### src/rtl/l2cache_pkg.sv
// ---------------------------------------------------------------------------
// l2cache_pkg
// Shared definitions for the L2 cache L1-side arbiter.
//   - Source codes carried on l2_from, telling the L2 who issued a request
//     and whether a Dcache access is a read or a write.
//   - State encoding of the arbiter FSM.
// No ports (package).
// ---------------------------------------------------------------------------
package l2cache_pkg;

  localparam logic [1:0] FROM_NONE = 2'd0;
  localparam logic [1:0] FROM_I    = 2'd1;
  localparam logic [1:0] FROM_DR   = 2'd2;
  localparam logic [1:0] FROM_DW   = 2'd3;

  typedef enum logic [1:0] {
    IDLE      = 2'd0,
    REQ       = 2'd1,
    WAIT_DATA = 2'd2
  } arb_state_e;

endpackage

### src/rtl/l2cache_arb_prio.sv
// ---------------------------------------------------------------------------
// l2cache_arb_prio
// Grant decision between the Icache and the Dcache, plus the starvation
// counter that guarantees the Icache eventually wins against a Dcache that
// keeps requesting.
// Ports:
//   clk, rst        clock, asynchronous active-high reset
//   grant_en_i      arbiter is in IDLE and may grant this cycle
//   icache_req_i    Icache request
//   dcache_req_i    Dcache request
//   grant_valid_o   a grant happens this cycle
//   grant_icache_o  the grant (if any) goes to the Icache; else the Dcache
// ---------------------------------------------------------------------------
module l2cache_arb_prio
  import l2cache_pkg::*;
#(
  parameter int STARVE_LIMIT = 4
) (
  input  logic clk,
  input  logic rst,
  input  logic grant_en_i,
  input  logic icache_req_i,
  input  logic dcache_req_i,
  output logic grant_valid_o,
  output logic grant_icache_o
);

  localparam int CntW = $clog2(STARVE_LIMIT + 1);
  localparam logic [CntW-1:0] Limit = CntW'(STARVE_LIMIT);

  logic [CntW-1:0] starve_cnt_q;
  logic [CntW-1:0] starve_cnt_d;

  assign grant_valid_o  = grant_en_i & (icache_req_i | dcache_req_i);
  // Dcache normally wins; a starved Icache overrides it.
  assign grant_icache_o = icache_req_i & ((starve_cnt_q == Limit) | ~dcache_req_i);

  // Only Dcache grants that overtake a waiting Icache count as starvation;
  // every other grant resets the count.
  always_comb begin
    starve_cnt_d = starve_cnt_q;
    if (grant_valid_o) begin
      if (!grant_icache_o && icache_req_i) begin
        starve_cnt_d = (starve_cnt_q == Limit) ? starve_cnt_q : starve_cnt_q + 1'b1;
      end else begin
        starve_cnt_d = '0;
      end
    end
  end

  always_ff @(posedge clk or posedge rst) begin
    if (rst) begin
      starve_cnt_q <= '0;
    end else begin
      starve_cnt_q <= starve_cnt_d;
    end
  end

endmodule

### src/rtl/l2cache_l1_arbiter.sv
// ---------------------------------------------------------------------------
// l2cache_l1_arbiter
// Shares the single L1-facing request port of the L2 cache between the Icache
// and the Dcache. One transaction outstanding at a time: the granted request
// is latched, presented to the L2 until accepted, and the L2 handshakes and
// line data are routed back to the owner only.
// Ports:
//   clk, rst                      clock, asynchronous active-high reset
//   icache_req/addr               Icache read request (held until addrOK)
//   icache_addrOK/dataOK/dout     Icache handshakes and returned line
//   dcache_req/wr/addr/din/wstrb  Dcache request (held until addrOK)
//   dcache_addrOK/dataOK/dout     Dcache handshakes and returned line
//   l2_req/from/addr/din/wstrb    latched request towards the L2
//   l2_addrOK/dataOK/dout         L2 handshakes and line data
//   arb_busy                      a transaction is in flight
//   arb_timeout                   sticky: WAIT_DATA lasted TIMEOUT cycles
// ---------------------------------------------------------------------------
module l2cache_l1_arbiter
  import l2cache_pkg::*;
#(
  parameter int L1offset_width = 2,
  parameter int STARVE_LIMIT   = 4,
  parameter int TIMEOUT        = 1023
) (
  input  logic                                clk,
  input  logic                                rst,
  input  logic                                icache_req,
  input  logic [31:0]                         icache_addr,
  output logic                                icache_addrOK,
  output logic                                icache_dataOK,
  output logic [32*(1<<L1offset_width)-1:0]   icache_dout,
  input  logic                                dcache_req,
  input  logic                                dcache_wr,
  input  logic [31:0]                         dcache_addr,
  input  logic [31:0]                         dcache_din,
  input  logic [3:0]                          dcache_wstrb,
  output logic                                dcache_addrOK,
  output logic                                dcache_dataOK,
  output logic [32*(1<<L1offset_width)-1:0]   dcache_dout,
  output logic                                l2_req,
  output logic [1:0]                          l2_from,
  output logic [31:0]                         l2_addr,
  output logic [31:0]                         l2_din,
  output logic [3:0]                          l2_wstrb,
  input  logic                                l2_addrOK,
  input  logic                                l2_dataOK,
  input  logic [32*(1<<L1offset_width)-1:0]   l2_dout,
  output logic                                arb_busy,
  output logic                                arb_timeout
);

  localparam int WdW = $clog2(TIMEOUT + 1);
  localparam logic [WdW-1:0] WdLimit = WdW'(TIMEOUT);

  arb_state_e     state_q;
  logic [1:0]     owner_q;
  logic [31:0]    addr_q;
  logic [31:0]    din_q;
  logic [3:0]     wstrb_q;
  logic           l2_req_q;
  logic [WdW-1:0] wd_cnt_q;
  logic [WdW-1:0] wd_cnt_d;
  logic           timeout_q;

  logic grant_valid;
  logic grant_icache;
  logic owner_is_i;
  logic owner_is_d;

  l2cache_arb_prio #(
    .STARVE_LIMIT(STARVE_LIMIT)
  ) u_prio (
    .clk           (clk),
    .rst           (rst),
    .grant_en_i    (state_q == IDLE),
    .icache_req_i  (icache_req),
    .dcache_req_i  (dcache_req),
    .grant_valid_o (grant_valid),
    .grant_icache_o(grant_icache)
  );

  assign owner_is_i = (owner_q == FROM_I);
  assign owner_is_d = owner_q[1];

  // Handshakes are combinational so the owner sees them in the same cycle as
  // the L2; stray L2 handshakes in the wrong state are masked here.
  assign icache_addrOK = (state_q == REQ) & l2_addrOK & owner_is_i;
  assign dcache_addrOK = (state_q == REQ) & l2_addrOK & owner_is_d;
  assign icache_dataOK = (state_q != IDLE) & l2_dataOK & owner_is_i;
  assign dcache_dataOK = (state_q != IDLE) & l2_dataOK & owner_is_d;
  assign icache_dout   = ((state_q != IDLE) && owner_is_i) ? l2_dout : '0;
  assign dcache_dout   = ((state_q != IDLE) && owner_is_d) ? l2_dout : '0;

  assign l2_req      = l2_req_q;
  assign l2_from     = owner_q;
  assign l2_addr     = addr_q;
  assign l2_din      = din_q;
  assign l2_wstrb    = wstrb_q;
  assign arb_busy    = (state_q != IDLE);
  assign arb_timeout = timeout_q;

  // Watchdog: counts cycles spent waiting for data, saturating at the limit,
  // and restarts from zero every time WAIT_DATA is left.
  always_comb begin
    wd_cnt_d = '0;
    if (state_q == WAIT_DATA && !l2_dataOK) begin
      wd_cnt_d = (wd_cnt_q == WdLimit) ? wd_cnt_q : wd_cnt_q + 1'b1;
    end
  end

  // Arbiter FSM. The request fields are captured once at grant and left
  // untouched until the transaction returns to IDLE, so a requester changing
  // its inputs mid-flight cannot corrupt what the L2 sees.
  always_ff @(posedge clk or posedge rst) begin
    if (rst) begin
      state_q   <= IDLE;
      owner_q   <= FROM_NONE;
      addr_q    <= '0;
      din_q     <= '0;
      wstrb_q   <= '0;
      l2_req_q  <= 1'b0;
      wd_cnt_q  <= '0;
      timeout_q <= 1'b0;
    end else begin
      unique case (state_q)
        IDLE: begin
          if (grant_valid) begin
            state_q  <= REQ;
            l2_req_q <= 1'b1;
            if (grant_icache) begin
              owner_q <= FROM_I;
              addr_q  <= icache_addr;
              din_q   <= '0;
              wstrb_q <= '0;
            end else begin
              owner_q <= dcache_wr ? FROM_DW : FROM_DR;
              addr_q  <= dcache_addr;
              din_q   <= dcache_wr ? dcache_din : '0;
              wstrb_q <= dcache_wr ? dcache_wstrb : 4'b0000;
            end
          end
        end
        REQ: begin
          if (l2_addrOK) begin
            l2_req_q <= 1'b0;
            state_q  <= l2_dataOK ? IDLE : WAIT_DATA;
          end
        end
        WAIT_DATA: begin
          if (l2_dataOK) begin
            state_q <= IDLE;
          end
        end
        default: begin
          state_q  <= IDLE;
          l2_req_q <= 1'b0;
        end
      endcase
      wd_cnt_q <= wd_cnt_d;
      if (wd_cnt_d == WdLimit) begin
        timeout_q <= 1'b1;
      end
    end
  end

endmodule

### config.mk
export PLATFORM = sky130hd
export DESIGN_NAME = l2cache_l1_arbiter
export DESIGN_NICKNAME = d
export VERILOG_FILES = /design/src/rtl/l2cache_pkg.sv /design/src/rtl/l2cache_arb_prio.sv /design/src/rtl/l2cache_l1_arbiter.sv
export SDC_FILE = /design/constraint.sdc
export NUM_CORES = 1
export LEC_CHECK = 0
export CORE_AREA = 2 2 222 224
export DETAILED_ROUTE_END_ITERATION = 16
export DIE_AREA = 0 0 224 226
export DONT_BUFFER_PORTS = 1
export SKIP_CTS_REPAIR_TIMING = 1
export SYNTH_ARGS = -nofsm -noshare
export SYNTH_HDL_FRONTEND = slang
export SYNTH_HIERARCHICAL = 1
export SYNTH_SLANG_ARGS = --single-unit
### constraint.sdc
create_clock -name clk -period 4.07 [get_ports clk]
set_input_delay 0.6105 -clock clk [delete_from_list [all_inputs] [get_ports clk]]
set_output_delay 0.6105 -clock clk [all_outputs]
set_load 0.005 [all_outputs]
* Word-level counts from Yosys, hierarchy flattened
Index checks and enable logic that the tools add are counted.
Storage, ports and cells: input bits 235, word-level logic and storage cells 66, output and inout bits 333, register bits after elaboration 87
Operators by class: reductions and logical operators 12, multiplexer cells 21, bitwise gates (word level) 12, eq/ne operators 10, add/sub/neg operators 2
Operators by type and width (number):
- two-way mux 128 bit | 2
- two-way mux 32 bit | 3
- == test 10 bit, second input constant | 2
- two-way mux 10 bit | 2
- adder 10 x 1 -> 10 bit, second input constant | 1
- two-way mux 2 bit | 5
- AND 1 bit | 8
- two-way mux 4 bit | 2
- != test 2 bit, second input constant | 4
- two-way mux 3 bit | 2
- case mux 2 bit (3 select lines) | 1
- AND reduction 3 bit | 2
- == test 2 x 1 -> 1 bit, second input constant | 2
- logical AND 1 bit | 4
- AND reduction 2 bit | 2
- adder 3 x 1 -> 3 bit, second input constant | 1
- == test 3 bit, second input constant | 1
- two-way mux 1 bit | 3
- case mux 1 bit (3 select lines) | 1
- == test 2 bit, second input constant | 1
- logical NOT 1 bit | 2
- logical NOT 2 bit | 1
- NOT 1 bit | 2
- bitwise OR 1 bit | 2
- nonzero test 2 bit | 1

* Longest topological paths before layout
Gate-level depths: netlist of run 1.
depth in word-level cells 7, mapped depth 8, depth with buffers taken out 6

* Modules after synthesis
The synthesis of run 1 kept the hierarchy.
Modules (own cells, without submodules):
- l2cache_l1_arbiter | cells each 598, sequential area each 2102.0 um^2, times used 1, area an instance 5266.3 um^2
- l2cache_arb_prio | cells each 22, sequential area each 75.1 um^2, times used 1, area an instance 187.7 um^2

* Worst setup path after synthesis of run 1
OpenSTA, ideal clock, no wires.
path kind reg2reg, from reg u_prio.starve_cnt_q[0], to reg addr_q[24] (netlist: l2_addr[24]), buffers on the path 2, arrival 1.904 ns, data required time 3.936 ns, period minus slack after synthesis 2.038 ns, path slack 2.032 ns, cell stages (with the launch flop) 9, cell sequence dfrtp_1 -> inv_1 -> ha_1 -> nand2_1 -> a21boi_0 -> clkbuf_1 -> clkbuf_1 -> mux2i_1 -> o21ai_0
On the way: word-level cells in the longest chain between the ends 4
RTL lines:
- start: declaration | RTL line l2cache_arb_prio.sv:31 | logic [CntW-1:0] starve_cnt_q;
- start signal: assignment | RTL line l2cache_arb_prio.sv:55 | starve_cnt_q <= starve_cnt_d;
- == test 3 bit | RTL line l2cache_arb_prio.sv:36 | assign grant_icache_o = icache_req_i & ((starve_cnt_q == Limit) | ~dcache_req_i);
- bitwise OR 1 bit | RTL line l2cache_arb_prio.sv:36
- AND 1 bit | RTL line l2cache_arb_prio.sv:36
- named net grant_icache | RTL line l2cache_l1_arbiter.sv:66 | logic grant_icache;
- two-way mux 32 bit | RTL line l2cache_l1_arbiter.sv:130 | if (grant_icache) begin
- end signal: assignment | RTL line l2cache_l1_arbiter.sv:132 | addr_q <= icache_addr;
- end signal: assignment | RTL line l2cache_l1_arbiter.sv:137 | addr_q <= dcache_addr;
- end: declaration | RTL line l2cache_l1_arbiter.sv:57 | logic [31:0] addr_q;
The timed path passes the listed nets, and every way through them passes these cells. A chain may end at the register's enable or synchronous reset.

* Worst setup path after layout of run 1
from reg owner_q[1] (netlist: l2_from[1]), to out icache_dout[30]
On the way: word-level cells in the longest chain between the ends 3
RTL lines:
- start: declaration | RTL line l2cache_l1_arbiter.sv:56 | logic [1:0] owner_q;
- start signal: assignment | RTL line l2cache_l1_arbiter.sv:136 | owner_q <= dcache_wr ? FROM_DW : FROM_DR;
- == test 2 x 1 -> 1 bit | RTL line l2cache_l1_arbiter.sv:82 | assign owner_is_i = (owner_q == FROM_I);
- logical AND 1 bit | RTL line l2cache_l1_arbiter.sv:91 | assign icache_dout = ((state_q != IDLE) && owner_is_i) ? l2_dout : '0;
- two-way mux 128 bit | RTL line l2cache_l1_arbiter.sv:91
- end: declaration | RTL line l2cache_l1_arbiter.sv:31 | output logic [32*(1<<L1offset_width)-1:0] icache_dout,
Every way passes these cells.

==> results of run 1 <==
[cells in the final DEF (no fill, tap or decap), types with 3 or more instances in the layout]
| cell type | instances |
|---|---|
| a211oi_1 | 3 |
| a21oi_1 | 8 |
| a22o_1 | 36 |
| a31oi_1 | 4 |
| and2_1 | 259 |
| buf_4 | 8 |
| clkbuf_16 | 9 |
| dfrtp_1 | 87 |
| diode_2 | 15 |
| ha_1 | 3 |
| inv_1 | 10 |
| inv_8 | 3 |
| mux2i_1 | 35 |
| nand2_1 | 44 |
| nand3_1 | 6 |
| nor2_1 | 10 |
| nor3_1 | 4 |
| o21ai_0 | 37 |
[worst max-delay path, stage by stage, from the launching register on]
cell and delay, ns:
dfrtp_1 0.42, inv_1 0.36, nand2_1 0.43, nor2_4 0.17
buf_4 0.65, and2_1 0.27
[layout make-up]
type / instances / area [um^2] / area share [%]
antenna: 15 / 37.5 / 0.577
clock buffer: 9 / 225 / 3.46
clock inverter: 7 / 83.8 / 1.29
inverter: 12 / 46.3 / 0.712
multi-input combinational: 474 / 3080 / 47.4
sequential: 87 / 2180 / 33.5
tap: 622 / 778 / 12.0
timing repair buffer: 9 / 70.1 / 1.08
[sequential cells by signal, summed over array words and instances, names as in the netlist]
register and cells:
wd_cnt_q 10, l2_from 2, state_q 2, u_prio/starve_cnt_q 3, arb_timeout 1, l2_wstrb 4
l2_req 1, l2_addr 32, l2_din 32
[power breakdown]
| group | switching (W) | leakage, nW | internal, W | total [W] |
|---|---|---|---|---|
| combinational | 0.000925 | 1.37 | 0.000546 | 0.00147 |
| sequential | 0.000286 | 1.12 | 0.00116 | 0.00144 |
| clock | 0.000400 | 0.152 | 0.000440 | 0.000840 |
[stage by stage]
step,total power (W),instance area (um^2),cells,util (%)
2_1_floorplan,0.00255,5450,620,-
3_3_place_gp,0.00291,6150,1203,12.7
3_5_place_dp,0.00295,6150,1203,12.7
4_1_cts,0.00380,6450,1219,13.4
5_1_grt,0.00407,6490,1231,13.4
6_report,0.00375,6500,1235,13.5
[worst min path at each step]
stage                     start  slack [ns]                      to
after floorplan             rst        0.36  u_prio/starve_cnt_q[0]
after global placement      rst        0.38  u_prio/starve_cnt_q[0]
after detailed placement    rst        0.38  u_prio/starve_cnt_q[1]
after CTS                   rst       -0.03  u_prio/starve_cnt_q[1]
after global routing        rst        0.28              l2_din[31]
final                       rst        0.22              l2_din[30]
[kinds of logic (layout without fill, tap and decap cells)]
family                   count (synthesis)  after routing  synth area share [%]
AO/OA/AOI/OAI                           95             95                  12.0
XOR/XNOR                                 1              1                 0.161
adder cells (fa/ha/maj)                  3              3                 0.688
buffers and inverters                   59             37                  4.27
flip-flops                              87             87                  39.9
multiplexers                            35             35                  6.42
other                                    0             15                     0
AND/OR/NAND/NOR                        340            340                  36.5
[routing by layer]
metal  vias to the layer above  global-route usage (%)  wire [um]
met5                         -                       0         65
met4                         8                    4.47        782
met3                        71                    3.60       3020
met2                       452                    17.6      14000
met1                      2261                    10.3       9310
li1                       1992                       -          -
==> metrics.md, run 1 <==
| Metric | Value |
|---|---|
| GR Util All Layers | `9.84%` |
| Internal reg-to-reg setup slack | `1.52 ns` |
| RSZ-0062 raised after global routing | `false` |
| Full die area | `0.0506 mm^2` |
| Tcrit/Tclk final | `84.4%` |
| Synth top area cells | `dfrtp_1, and2_1, mux2i_1` |
| Placement Setup Slack | `between 0.8 and 0.9 ns` |
| Final setup margin | `0.633 ns` |
| Initial antenna violation count | `31` |
| Num rows | `between 80 and 90` |
| CP Data Required Time | `3.46 ns` |
| Hold Vio Cnt, Final | `0` |
| Yosys synthesis warning count | `6` |
| Top cell type by total area after synthesis | `dfrtp_1` |
| Initial core utilization | `11.3%` |
| Async set or reset register ratio after synthesis | `100%` |
| Vias per cell | `3.87` |
| Critical Path AT | `2.83 ns` |
| WS Path Type | `reg2out` |
| Fin. max-slew vios | `0` |
| Clk sinks | `87` |
| First-pass GRT wire length | `33400 um` |
| Maximum Capacitance Violations | `0` |
| DIE HEIGHT | `226 um` |
| Status | `completed` |
| Critical path endpoint category | `output port` |
| Nets | `831` |
| CTS max path bufs | `2` |
| Largest net degree at the start of global routing | `between 100 and 150` |
| Share of the synthesized area in the top cell type | `39.9%` |
| Pwr/cell area | `577 mW/mm^2` |
| Synth cell types | `36` |
| Worst Setup SP | `l2_from[1]` |
| Die X | `224 um` |
| Syn Area/Cell | `8.80 um^2` |
| Hold Path Class | `in2async` |
| FMAX | `291 MHz` |
| Fillers | `approximately 5.4k` |
| CTS H-tree lvls | `3` |
| Critical Path Sink | `icache_dout[30]` |
| Layout Area Growth over Synthesis | `19.2%` |
| Synth Cell Area | `0.00545 mm^2` |
| GRT overflow | `0` |
| Worst-path clk slew | `0.07 ns` |
| Antenna Nets Post-Route | `0` |
| Number of flops mapped to enable cells by yosys | `0` |
| Vias in the first global route | `4158` |
| Slew HR | `18.6%` |
| Peak supply drop | `0.402 mV` |
| Seq cells post-synth | `a little under 90` |
| Fraction of layout cells with a size suffix above 1 | `6.02%` |
| Setup violators final | `0` |
| Final WL | `about 27000 um` |
| Number of vias in the routed layout | `4784` |
| Most frequent cells after synthesis | `and2_1, dfrtp_1, nand2_1` |
| CTS tree | `yes` |
| TritonRoute pass-1 iters | `5` |
| DRC violations left | `0` |
| FF-to-FF End | `l2_addr[19]` |
| DRT iter0 DRCs | `315` |
| Root buf cell | `clkbuf_16` |
| Clock Skews | `0.0123 ns` |
| Startpoint types | `register` |
| I/O pins | `568` |
| IO Port Bufs | `0` |
| Core Box Area | `0.0483 mm^2` |
| Seq/Total Area, Yosys | `39.9%` |
| Drt wl/cell | `around 22 um` |
| Crit Reg-Reg Startpoint | `u_prio/starve_cnt_q[0]` |
| Worst skew pair latency | `0.36 ns` |
| Most frequent cell after synthesis | `and2_1` |
| Leakage | `2.65 nW` |
| Post-Synthesis Cells | `between 600 and 700` |
| Worst Path Max Fanout | `129` |
| Fin crit period | `3.44 ns` |
| Slew at the pin with the worst max-slew slack | `1.22 ns` |
| CTS Buf Count | `9` |
| GPL Wtd Cong | `approximately 0.81` |
| HPWL after detailed placement | `23600 um` |
| Worst r2r path cells | `7` |
| Setup_tns | `0 ns` |
| Hold slack | `0.224 ns` |
| Top_reg_cell synth | `dfrtp_1` |
| Syn nets | `858` |
(Power assumes the default switching activity.)
==> run 2: changes to the inputs <==
==> constraint.sdc (replaced) <==
create_clock -name clk -period 3.44 [get_ports clk]
set_input_delay 0.516 -clock clk [delete_from_list [all_inputs] [get_ports clk]]
set_output_delay 0.516 -clock clk [all_outputs]
set_load 0.005 [all_outputs]
==> metrics.md, run 2 (synthesized netlist as in run 1, its figures left out) <==
| Metric | Value |
|---|---|
| Hold Vio Cnt, Final | `0 (unchanged)` |
| Core Box Area | `0.0483 mm^2 (unchanged)` |
| Fin crit period | `around 2.7 ns` |
| Design Area, Final | `0.00650 mm^2 (about the same)` |
| Layout Area Growth over Synthesis | `19.1% (was 19.2%)` |
| Setup violators final | `0 (unchanged)` |
| Antenna Nets Post-Route | `0 (unchanged)` |
| Fin. max-slew vios | `0 (unchanged)` |
| GRT overflow | `0 (unchanged)` |
| Placed Cells | `1202 (was 1203)` |
| Crit-path leading delay family | `buffers and inverters (unchanged)` |
| Critical Path AT | `2.18 ns (was 2.83 ns)` |
| Nets | `830 (was 831)` |
| Hold slack | `0.202 ns (was 0.224 ns)` |
| Startpoint types | `register (unchanged)` |
| Initial antenna violation count | `27 (was 31)` |
| DIE HEIGHT | `226 um (unchanged)` |
| CP cell instances | `nor2_1 -> buf_4 -> nor2_4 -> buf_4 -> and2_1 (was inv_1 -> nand2_1 -> nor2_4 -> buf_4 -> and2_1)` |
| Slowest stage cell, crit path | `buf_4 (unchanged)` |
| Clock Skews | `0.00943 ns (was 0.0123 ns)` |
| Cell repeated most along the worst path | `buf_4` |
| Seq pwr share | `38.0% (was 38.5%)` |
| Vias per cell | `3.84 (was 3.87)` |
| CTS tree | `yes (unchanged)` |
| NetSw | `0.00189 W (was 0.00161 W)` |
| Fraction of layout cells with a size suffix above 1 | `5.86% (was 6.02%)` |
| Peak supply drop | `0.573 mV (was 0.402 mV)` |
| Most frequent cells in the layout | `and2_1, dfrtp_1, nand2_1, o21ai_0, a22o_1 (unchanged)` |
| Crit path largest cell delay | `0.62 ns (was 0.65 ns)` |
| Clk sinks | `87 (unchanged)` |
| Critical path endpoint category | `output port (unchanged)` |
| TritonRoute pass-1 iters | `4 (was 5)` |
| Num rows | `81 (unchanged)` |
| Root buf cell | `clkbuf_16 (unchanged)` |
| DRC violations left | `0 (unchanged)` |
| CTS Buf Count | `9 (unchanged)` |
| Maximum Capacitance Violations | `0 (unchanged)` |
| Final Non-Filler Cells | `1225 (was 1235)` |
| HPWL after detailed placement | `23600 um (about the same)` |
| IO Port Bufs | `0 (unchanged)` |
| Clock Power Share | `22.6% (was 22.4%)` |
| Switching Fraction | `42.6% (was 42.9%)` |
| Hold Path Class | `in2async (unchanged)` |
| I/O pins | `568 (unchanged)` |
| Die X | `224 um (unchanged)` |
| Initial core utilization | `11.3% (unchanged)` |
| Worst skew pair latency | `0.35 ns (was 0.36 ns)` |
| Final WL | `27100 um (was 27200 um)` |
| Dpl cell area | `0.00616 mm^2 (was 0.00615 mm^2)` |
| Status | `completed (unchanged)` |
| Setup_tns | `0 ns (unchanged)` |
| Comb power frac | `39.4% (was 39.2%)` |
| Vias in the first global route | `4150 (was 4158)` |
| Slew HR | `36.5% (was 18.6%)` |
| FMAX | `~370 MHz` |
| Tot Pwr | `0.00444 W (was 0.00375 W)` |
| CTS max path bufs | `2 (unchanged)` |
| GPL Wtd Cong | `0.811 (was 0.814)` |
| Slew at the pin with the worst max-slew slack | `0.953 ns (was 1.22 ns)` |
| Worst Path Max Fanout | `129 (unchanged)` |
| Worst-path clk slew | `0.07 ns (about the same)` |
| Tcrit/Tclk final | `78.3%` |
| Pwr/cell area | `683 mW/mm^2 (was 577 mW/mm^2)` |
| First-pass GRT wire length | `33400 um (about the same)` |
| Largest net degree at the start of global routing | `130 (unchanged)` |
| GR Util All Layers | `9.84% (about the same)` |
| Full die area | `0.0506 mm^2 (unchanged)` |
| CP Data Required Time | `2.92 ns (was 3.46 ns)` |
| DRT iter0 DRCs | `221 (was 315)` |
| WP buf/inv | `2 (unchanged)` |
| CTS H-tree lvls | `3 (unchanged)` |
| Number of vias in the routed layout | `4709 (was 4784)` |
| Internal Pwr Total | `0.00255 W (was 0.00214 W)` |
| Most common cell after layout, fill and taps aside | `and2_1 (unchanged)` |
| RSZ-0062 raised after global routing | `false (unchanged)` |
| Drt wl/cell | `22.1 um (was 22.0 um)` |
| Leakage | `2.65 nW (about the same)` |
| WS Path Type | `reg2out (unchanged)` |
## run 2: cell types whose count changed in the layout (fill, tap and decap cells not counted)
cell / before / now
buf_12: 0 / 2
buf_4: 8 / 5
clkinv_4: 1 / 0
diode_2: 15 / 6
inv_6: 1 / 2
## run 2: routing by layer
layer  global-route usage (%)  part of all wire [%]  up-vias
met2                     18.2                    51      410
li1                         -                     -     1980
met3                     3.94                    11       86
met4                     4.24                   4.7       10
met5                        0                  0.24        -
met1                     9.67                    33     2223
## run 2: worst paths after layout
| path | startpoint | endpoint | slack, ns | cells past startpoint |
|---|---|---|---|---|
| setup / recovery | state_q[0] | icache_dout[120] | 0.75 | 5 |
| hold / removal | rst | l2_req | 0.20 | 1 |
| setup reg to reg | state_q[0] | l2_din[21] | 1.22 | 8 |
| hold reg to reg | state_q[1] | state_q[0] | 0.49 | 1 |
| max in group asynchronous | rst | l2_addr[5] | 2.29 | 2 |
| min in group clk | l2_dataOK | state_q[1] | 0.22 | 1 |
## run 2: through the flow
stage                     utilization, %  setup WS, ns
final                               13.4         0.748
after global routing                13.4         0.586
after CTS                           13.4         0.764
after detailed placement            12.7          1.17
after global placement              12.7          1.10
after floorplan                        -         0.759
## run 2: cell type report
class / instances / area, um^2
clock buffers: 9 / 225
diodes: 6 / 15.0
clock inverters: 7 / 83.8
multi-input cells: 474 / 3080
well taps: 622 / 778
flip-flops and latches: 87 / 2180
fillers: 5439 / 41800
repair buffers: 8 / 87.6
inverters: 12 / 46.3
## run 2: power groups by stage
stage / sequential [W] / clock [W] / combinational, W
detailed placement: 0.00170 / 0 / 0.00178
CTS: 0.00170 / 0.00105 / 0.00176
floorplan: 0.00159 / 0 / 0.00142
global placement: 0.00171 / 0 / 0.00171
finish: 0.00169 / 0.00100 / 0.00175
global route: 0.00174 / 0.00110 / 0.00199
